===== config.mk =====
export PLATFORM = sky130hd
export DESIGN_NAME = bram_arb2
export DESIGN_NICKNAME = d
export VERILOG_FILES = /design/src/rtl/bram_arb2.sv
export SDC_FILE = /design/constraint.sdc
export NUM_CORES = 1
export LEC_CHECK = 0
export CAP_MARGIN = 20
export CORE_AREA = 2 2 102 104
export CTS_CLUSTER_SIZE = 16
export DETAILED_ROUTE_END_ITERATION = 16
export DIE_AREA = 0 0 104 106
export GPL_TIMING_DRIVEN = 1
export PLACE_DENSITY_LB_ADDON = 0.25
export SETUP_SLACK_MARGIN = 0.2
export SYNTH_ARGS = -nofsm -noshare
export SYNTH_HDL_FRONTEND = slang
export SYNTH_SLANG_ARGS = --single-unit

===== constraint.sdc =====
create_clock -name a_clk -period 1.7 [get_ports a_clk]
set_input_delay 0.255 -clock a_clk [delete_from_list [all_inputs] [get_ports a_clk]]
set_output_delay 0.255 -clock a_clk [all_outputs]
set_load 0.01 [all_outputs]

===== src/rtl/bram_arb2.sv =====
// -----------------------------------------------------------------------------
// bram_arb2 -- two-master arbiter in front of the single bram_axi slave.
//
// m0 (CPU) and m1 (display scanout) share one 16-bit BRAM slave. One read or
// write is in flight at a time. The granted master's channels are routed
// straight through to the slave port. The arbiter adds no buffering, so masters
// must hold their address and data stable until ready.
//
// Ports
//   a_clk, a_rst_n     clock (rising edge), asynchronous active-low reset
//   mN_aw_*/mN_w_*     write address / data from master N (N = 0, 1)
//   mN_b_*             write response to master N
//   mN_ar_*            read address from master N
//   mN_r_*             read data / response to master N
//   s_*                the same channels toward bram_axi, directions mirrored
//   gnt                one-hot current grant, 00 while idle
//
// Configuration
//   BRAM_ARB_FIXED_PRIO_EN  defined: m0 always wins a tie and there is no
//                           round-robin pointer, so m1 can starve.
//                           undefined (default): round-robin on ties.
// -----------------------------------------------------------------------------
module bram_arb2 (
    input  logic        a_clk,
    input  logic        a_rst_n,
    // master 0
    input  logic        m0_aw_valid,
    output logic        m0_aw_ready,
    input  logic [17:0] m0_aw_addr,
    input  logic        m0_aw_prot,
    input  logic        m0_w_valid,
    output logic        m0_w_ready,
    input  logic [15:0] m0_w_data,
    input  logic [1:0]  m0_w_strb,
    output logic        m0_b_valid,
    input  logic        m0_b_ready,
    output logic [1:0]  m0_b_resp,
    input  logic        m0_ar_valid,
    output logic        m0_ar_ready,
    input  logic [17:0] m0_ar_addr,
    input  logic        m0_ar_prot,
    output logic        m0_r_valid,
    input  logic        m0_r_ready,
    output logic [15:0] m0_r_data,
    output logic [1:0]  m0_r_resp,
    // master 1
    input  logic        m1_aw_valid,
    output logic        m1_aw_ready,
    input  logic [17:0] m1_aw_addr,
    input  logic        m1_aw_prot,
    input  logic        m1_w_valid,
    output logic        m1_w_ready,
    input  logic [15:0] m1_w_data,
    input  logic [1:0]  m1_w_strb,
    output logic        m1_b_valid,
    input  logic        m1_b_ready,
    output logic [1:0]  m1_b_resp,
    input  logic        m1_ar_valid,
    output logic        m1_ar_ready,
    input  logic [17:0] m1_ar_addr,
    input  logic        m1_ar_prot,
    output logic        m1_r_valid,
    input  logic        m1_r_ready,
    output logic [15:0] m1_r_data,
    output logic [1:0]  m1_r_resp,
    // slave (bram_axi)
    output logic        s_aw_valid,
    input  logic        s_aw_ready,
    output logic [17:0] s_aw_addr,
    output logic        s_aw_prot,
    output logic        s_w_valid,
    input  logic        s_w_ready,
    output logic [15:0] s_w_data,
    output logic [1:0]  s_w_strb,
    input  logic        s_b_valid,
    output logic        s_b_ready,
    input  logic [1:0]  s_b_resp,
    output logic        s_ar_valid,
    input  logic        s_ar_ready,
    output logic [17:0] s_ar_addr,
    output logic        s_ar_prot,
    input  logic        s_r_valid,
    output logic        s_r_ready,
    input  logic [15:0] s_r_data,
    input  logic [1:0]  s_r_resp,
    // grant
    output logic [1:0]  gnt
);

    typedef enum logic [1:0] {
        IDLE  = 2'd0,
        READ  = 2'd1,
        WRITE = 2'd2
    } state_e;

    state_e     state_q, state_d;
    logic [1:0] gnt_q, gnt_d;
    logic       ar_done_q, ar_done_d;
    logic       aw_done_q, aw_done_d;
    logic       w_done_q, w_done_d;

    logic req0, req1, win1;
    logic g0, g1, rd, wr;
    logic g_ar_valid, g_aw_valid, g_w_valid, g_r_ready, g_b_ready;
    logic ar_hs, aw_hs, w_hs, r_hs, b_hs, xfer_done;

    assign req0 = m0_ar_valid | (m0_aw_valid & m0_w_valid);
    assign req1 = m1_ar_valid | (m1_aw_valid & m1_w_valid);

    assign g0 = gnt_q[0];
    assign g1 = gnt_q[1];
    assign rd = (state_q == READ);
    assign wr = (state_q == WRITE);

    // Handshakes. Slave valids/readies are already qualified by state.
    assign ar_hs     = s_ar_valid & s_ar_ready;
    assign aw_hs     = s_aw_valid & s_aw_ready;
    assign w_hs      = s_w_valid  & s_w_ready;
    assign r_hs      = s_r_valid  & s_r_ready;
    assign b_hs      = s_b_valid  & s_b_ready;
    assign xfer_done = r_hs | b_hs;

`ifdef BRAM_ARB_FIXED_PRIO_EN
    // m0 always wins a tie.
    assign win1 = req1 & ~req0;
`else
    // last_q names the master that most recently completed a transaction;
    // the other one wins a tie. Resets to 1 so m0 wins the first tie.
    logic last_q;

    assign win1 = req1 & (~req0 | ~last_q);

    always_ff @(posedge a_clk or negedge a_rst_n) begin
        if (!a_rst_n) begin
            last_q <= 1'b1;
        end else if (xfer_done) begin
            last_q <= g1;
        end
    end
`endif

    // Granted master's control signals. gnt_q is 00 in IDLE, which also
    // forces every routed address/data bus to zero there.
    assign g_ar_valid = (g0 & m0_ar_valid) | (g1 & m1_ar_valid);
    assign g_aw_valid = (g0 & m0_aw_valid) | (g1 & m1_aw_valid);
    assign g_w_valid  = (g0 & m0_w_valid)  | (g1 & m1_w_valid);
    assign g_r_ready  = (g0 & m0_r_ready)  | (g1 & m1_r_ready);
    assign g_b_ready  = (g0 & m0_b_ready)  | (g1 & m1_b_ready);

    // Slave side: each address/data channel stops once its handshake is done.
    assign s_ar_valid = rd & g_ar_valid & ~ar_done_q;
    assign s_ar_addr  = ({18{g0}} & m0_ar_addr) | ({18{g1}} & m1_ar_addr);
    assign s_ar_prot  = (g0 & m0_ar_prot) | (g1 & m1_ar_prot);
    assign s_r_ready  = rd & g_r_ready;

    assign s_aw_valid = wr & g_aw_valid & ~aw_done_q;
    assign s_aw_addr  = ({18{g0}} & m0_aw_addr) | ({18{g1}} & m1_aw_addr);
    assign s_aw_prot  = (g0 & m0_aw_prot) | (g1 & m1_aw_prot);
    assign s_w_valid  = wr & g_w_valid & ~w_done_q;
    assign s_w_data   = ({16{g0}} & m0_w_data) | ({16{g1}} & m1_w_data);
    assign s_w_strb   = ({2{g0}} & m0_w_strb) | ({2{g1}} & m1_w_strb);
    assign s_b_ready  = wr & g_b_ready;

    // Master side: non-granted master sees all zeros.
    assign m0_ar_ready = g0 & ar_hs;
    assign m0_aw_ready = g0 & aw_hs;
    assign m0_w_ready  = g0 & w_hs;
    assign m0_r_valid  = g0 & rd & s_r_valid;
    assign m0_r_data   = {16{g0 & rd}} & s_r_data;
    assign m0_r_resp   = {2{g0 & rd}} & s_r_resp;
    assign m0_b_valid  = g0 & wr & s_b_valid;
    assign m0_b_resp   = {2{g0 & wr}} & s_b_resp;

    assign m1_ar_ready = g1 & ar_hs;
    assign m1_aw_ready = g1 & aw_hs;
    assign m1_w_ready  = g1 & w_hs;
    assign m1_r_valid  = g1 & rd & s_r_valid;
    assign m1_r_data   = {16{g1 & rd}} & s_r_data;
    assign m1_r_resp   = {2{g1 & rd}} & s_r_resp;
    assign m1_b_valid  = g1 & wr & s_b_valid;
    assign m1_b_resp   = {2{g1 & wr}} & s_b_resp;

    assign gnt = gnt_q;

    always_ff @(posedge a_clk or negedge a_rst_n) begin
        if (!a_rst_n) begin
            state_q   <= IDLE;
            gnt_q     <= 2'b00;
            ar_done_q <= 1'b0;
            aw_done_q <= 1'b0;
            w_done_q  <= 1'b0;
        end else begin
            state_q   <= state_d;
            gnt_q     <= gnt_d;
            ar_done_q <= ar_done_d;
            aw_done_q <= aw_done_d;
            w_done_q  <= w_done_d;
        end
    end

    always_comb begin
        state_d   = state_q;
        gnt_d     = gnt_q;
        ar_done_d = ar_done_q;
        aw_done_d = aw_done_q;
        w_done_d  = w_done_q;

        case (state_q)
            IDLE: begin
                if (req0 | req1) begin
                    gnt_d     = win1 ? 2'b10 : 2'b01;
                    // A pending read beats a pending write of the same master.
                    state_d   = (win1 ? m1_ar_valid : m0_ar_valid) ? READ : WRITE;
                    ar_done_d = 1'b0;
                    aw_done_d = 1'b0;
                    w_done_d  = 1'b0;
                end
            end
            READ: begin
                if (ar_hs) ar_done_d = 1'b1;
                if (r_hs) begin
                    state_d = IDLE;
                    gnt_d   = 2'b00;
                end
            end
            WRITE: begin
                if (aw_hs) aw_done_d = 1'b1;
                if (w_hs)  w_done_d  = 1'b1;
                if (b_hs) begin
                    state_d = IDLE;
                    gnt_d   = 2'b00;
                end
            end
            default: begin
                state_d = IDLE;
                gnt_d   = 2'b00;
            end
        endcase
    end

endmodule


==> results by group <==
Status
  – Outcome: complete, but fails checks
  – Failing checks: negative setup slack

Synthesis
  – Post-Synthesis Cells: 195
  – Top-count cell post-synth: a22o_1
  – Flops & latches, synth: 8
  – Post-synth ARST share: 100%
  – Yosys top cell area share: 32.5%
  – Dominant synthesized flop cell: dfrtp_1
  – Synth area leader: a22o_1
  – Synthesized net count: 344
  – Synthesized area: 1510 um^2
  – Mean post-synth cell area: 7.73 um^2
  – Post-synth EDFFs: 0
  – Synth warn: 0
  – Sequential area share after synthesis: 13.4%
  – Unique cell type count in the Yosys netlist: 37
  – Most frequent cells after synthesis: 56 x a22o_1, 42 x and3_1, 13 x buf_2, 11 x nor2_1
  – Ranking of synthesized cells by area: a22o_1 33%, and3_1 17%, dfrtp_1 12%

Place
  – Detailed Place HPWL: 8290 um
  – Dpl cells: 598
  – DP Area: 4430 um^2
  – GPL Wtd Cong: 0.863
  – Port bufs: 261

STA
  – Actual slew at the worst max-slew pin: 0.364 ns
  – Minimum clock period: 1.75 ns
  – Setup TNS: -0.444 ns
  – Fin. max-slew vios: 0
  – # setup viols final: 28
  – Fin crit share: 103%
  – Worst setup margin: -0.0483 ns
  – Hold slack: 0.312 ns
  – RSZ-0062 raised after global routing: true
  – Fmax: 572 MHz
  – Slew Limit Headroom: 75.6%
  – Fin Clk Skew: 0.00258 ns
  – Fin. Hold Viols: 0

Detailed routing
  – Iteration-0 DRC Markers: 139
  – DR pass1 iterations: 4
  – Antenna Nets Post-Route: 0
  – Vias: 2,921
  – Post-route DRC: 0
  – Drt total wl: 12,100 um
  – Vias per std cell: 4.59
  – WL/cell: 19.0 um

Setup path
  – CP Max Fanout: 5
  – Reg2Reg Depth: 7
  – Slowest stage cell on the critical path: dfrtp_1
  – Setup CP Type: flop to output port
  – Startpoint Class: flop
  – Slowest stage delay, CP: 0.41 ns
  – Reg2Reg Capture Point: last_q
  – Crit path DAT: 1.49 ns
  – Crit. End Element: output port
  – CP startpoint: state_q[0]
  – Cells along the critical path: and2b_2 -> buf_8 -> clkbuf_16 -> and3_1 -> buf_2
  – WP data required: 1.44 ns
  – R2r setup slk: 0.07 ns
  – Reg-to-Reg Start: gnt[0]
  – Setup crit end: m0_r_data[6]

Global route
  – Vias in the first global route: 2,905
  – First-pass GRT wire length: 17,300 um
  – Initial antenna violation count: 0
  – Largest net degree at the start of global routing: 26
  – Total track usage: 19.5%
  – GRT Residual Overflow: 0

Flow run
  – # Max-Cap Violations: 0

Floorplan
  – # IOs: 262
  – CORE AREA: 10000 um^2
  – Die Area: 11,000 um^2
  – Die H: 106 um
  – Site Rows: 37
  – Starting Density: 15.1%
  – Horiz. Die Dim: 104 um

Final layout
  – Nets@finish: 651
  – FF/Latch Area: 204 um^2
  – Final Cell Area: 5090 um^2
  – Multi-input gate area: 1450 um^2
  – Area added between synthesis and finish: 237%
  – Ant. Diodes: 0
  – Non-filler cells, final: 637
  – # fillers: 944
  – Layout cells sized above 1: 49.1%

Worst hold path
  – Min-Delay Path Class: primary input to asynchronous set/reset pin

Clock tree
  – Clk root buf: clkbuf_8
  – Clock Latency Late Sink: 0.22 ns
  – Clock Path Buffers: 2
  – CTS tree: done
  – TritonCTS Buffers: 3
  – Clk slew on worst S/H paths: 0.04 ns
  – Sink Count: 8
  – CTS H-tree lvls: 1

Power and ir drop
  – Pwr Density: 1310 nW/um^2
  – Seq pwr share: 5.1%
  – Internal power: 0.00387 W
  – Power share of the clock group: 3.5%
  – Peak VDD IR: 0.638 mV
  – P_leak: 2.35 nW
  – Net Sw Power: 0.00277 W
  – Combinational share of power: 91.4%
  – Switching Fraction: 41.7%
-- layer usage --
metal | routed length, um | share of wire, % | up-vias | global-route usage, %
met2 | 6540 | 54 | 108 | 36.9
met4 | 135 | 1.1 | 0 | 3.19
met3 | 680 | 5.6 | 10 | 3.86
li1 | - | - | 1395 | -
met1 | 4770 | 39 | 1408 | 23.1
met5 | 0 | 0 | - | 0
-- cell usage in the layout (no fill, tap or decap), types with 2 or more instances in the layout --
master / n
a22oi_2: 5
a21oi_1: 3
buf_8: 4
a211oi_2: 2
clkdlybuf4s15_2: 5
nor2_1: 8
buf_6: 48
nor3_2: 2
clkbuf_16: 3
clkdlybuf4s50_1: 147
dfrtp_2: 2
buf_4: 28
a22o_1: 56
nand2b_4: 3
nand2_1: 2
nor2_2: 2
buf_2: 71
clkbuf_8: 3
nor3_4: 3
a21oi_2: 5
and3_4: 28
and3_1: 14
dfrtp_1: 5
buf_12: 9
buf_16: 8
inv_1: 4
nand2_2: 2
-- worst min path at each step --
stage | from | endpoint | cells after the start
5_1_grt | a_rst_n | state_q[0] | 1
4_1_cts | a_rst_n | state_q[0] | 1
6_report | a_rst_n | state_q[0] | 1
3_3_place_gp | ar_done_q | ar_done_q | 2
2_1_floorplan | a_rst_n | ar_done_q | 0
3_5_place_dp | ar_done_q | ar_done_q | 2
-- state kept, by name, indices dropped and copies added, names as in the netlist --
name	count
last_q	1
w_done_q	1
ar_done_q	1
gnt	2
aw_done_q	1
state_q	2
-- repair_timing --
item	4_1_cts	5_1_grt
pin swaps	17	18
endpoints found under the hold margin	0	0
gates cloned	8	3
buffers inserted	18	6
hold buffers	0	0
resized for setup	529	56
setup endpoints to repair	117	120
-- worst max-delay path, delay by kind of cell, from the launching register on --
| family | cells | cell delay [ns] |
|---|---|---|
| flip-flops | 1 | 0.41 |
| buffers and inverters | 3 | 0.44 |
| AND/OR/NAND/NOR | 2 | 0.41 |
-- cells by family (layout without fill, tap and decap cells) --
logic type / Yosys count / after routing / synth area share (%)
AOI/OAI and AO/OA: 82 / 82 / 45.3
buffers and inverters: 29 / 335 / 9.79
DFF: 8 / 8 / 13.4
muxes: 1 / 1 / 0.996
and+or+nand+nor: 75 / 75 / 30.5
-- metrics by stage --
step / util (%) / total power, W / setup slack, ns
after floorplan: - / 0.00239 / 0.237
after global placement: 44.3 / 0.00485 / -0.296
after detailed placement: 44.3 / 0.00487 / -0.399
after CTS: 46.9 / 0.00600 / -0.0118
after global routing: 50.9 / 0.00700 / -0.0832
final: 50.9 / 0.00665 / -0.0483
-- power by group through the flow --
stage	Sequential [W]	Clock (W)	Combinational, W
finish	0.000341	0.000233	0.00607
global route	0.000348	0.000250	0.00641
CTS	0.000334	0.000239	0.00542
detailed placement	0.000388	0	0.00448
global placement	0.000389	0	0.00446
floorplan	0.000325	0	0.00206
-- cell type report --
type                            instances  area share [%]
Clock buffer                            4           0.885
Inverter                                5           0.443
Multi-Input combinational cell        158            28.5
Sequential cell                         8            4.01
Tap cell                              136            3.34
Timing Repair Buffer                  326            62.8
No activity file was read; power rests on OpenSTA's default activity.
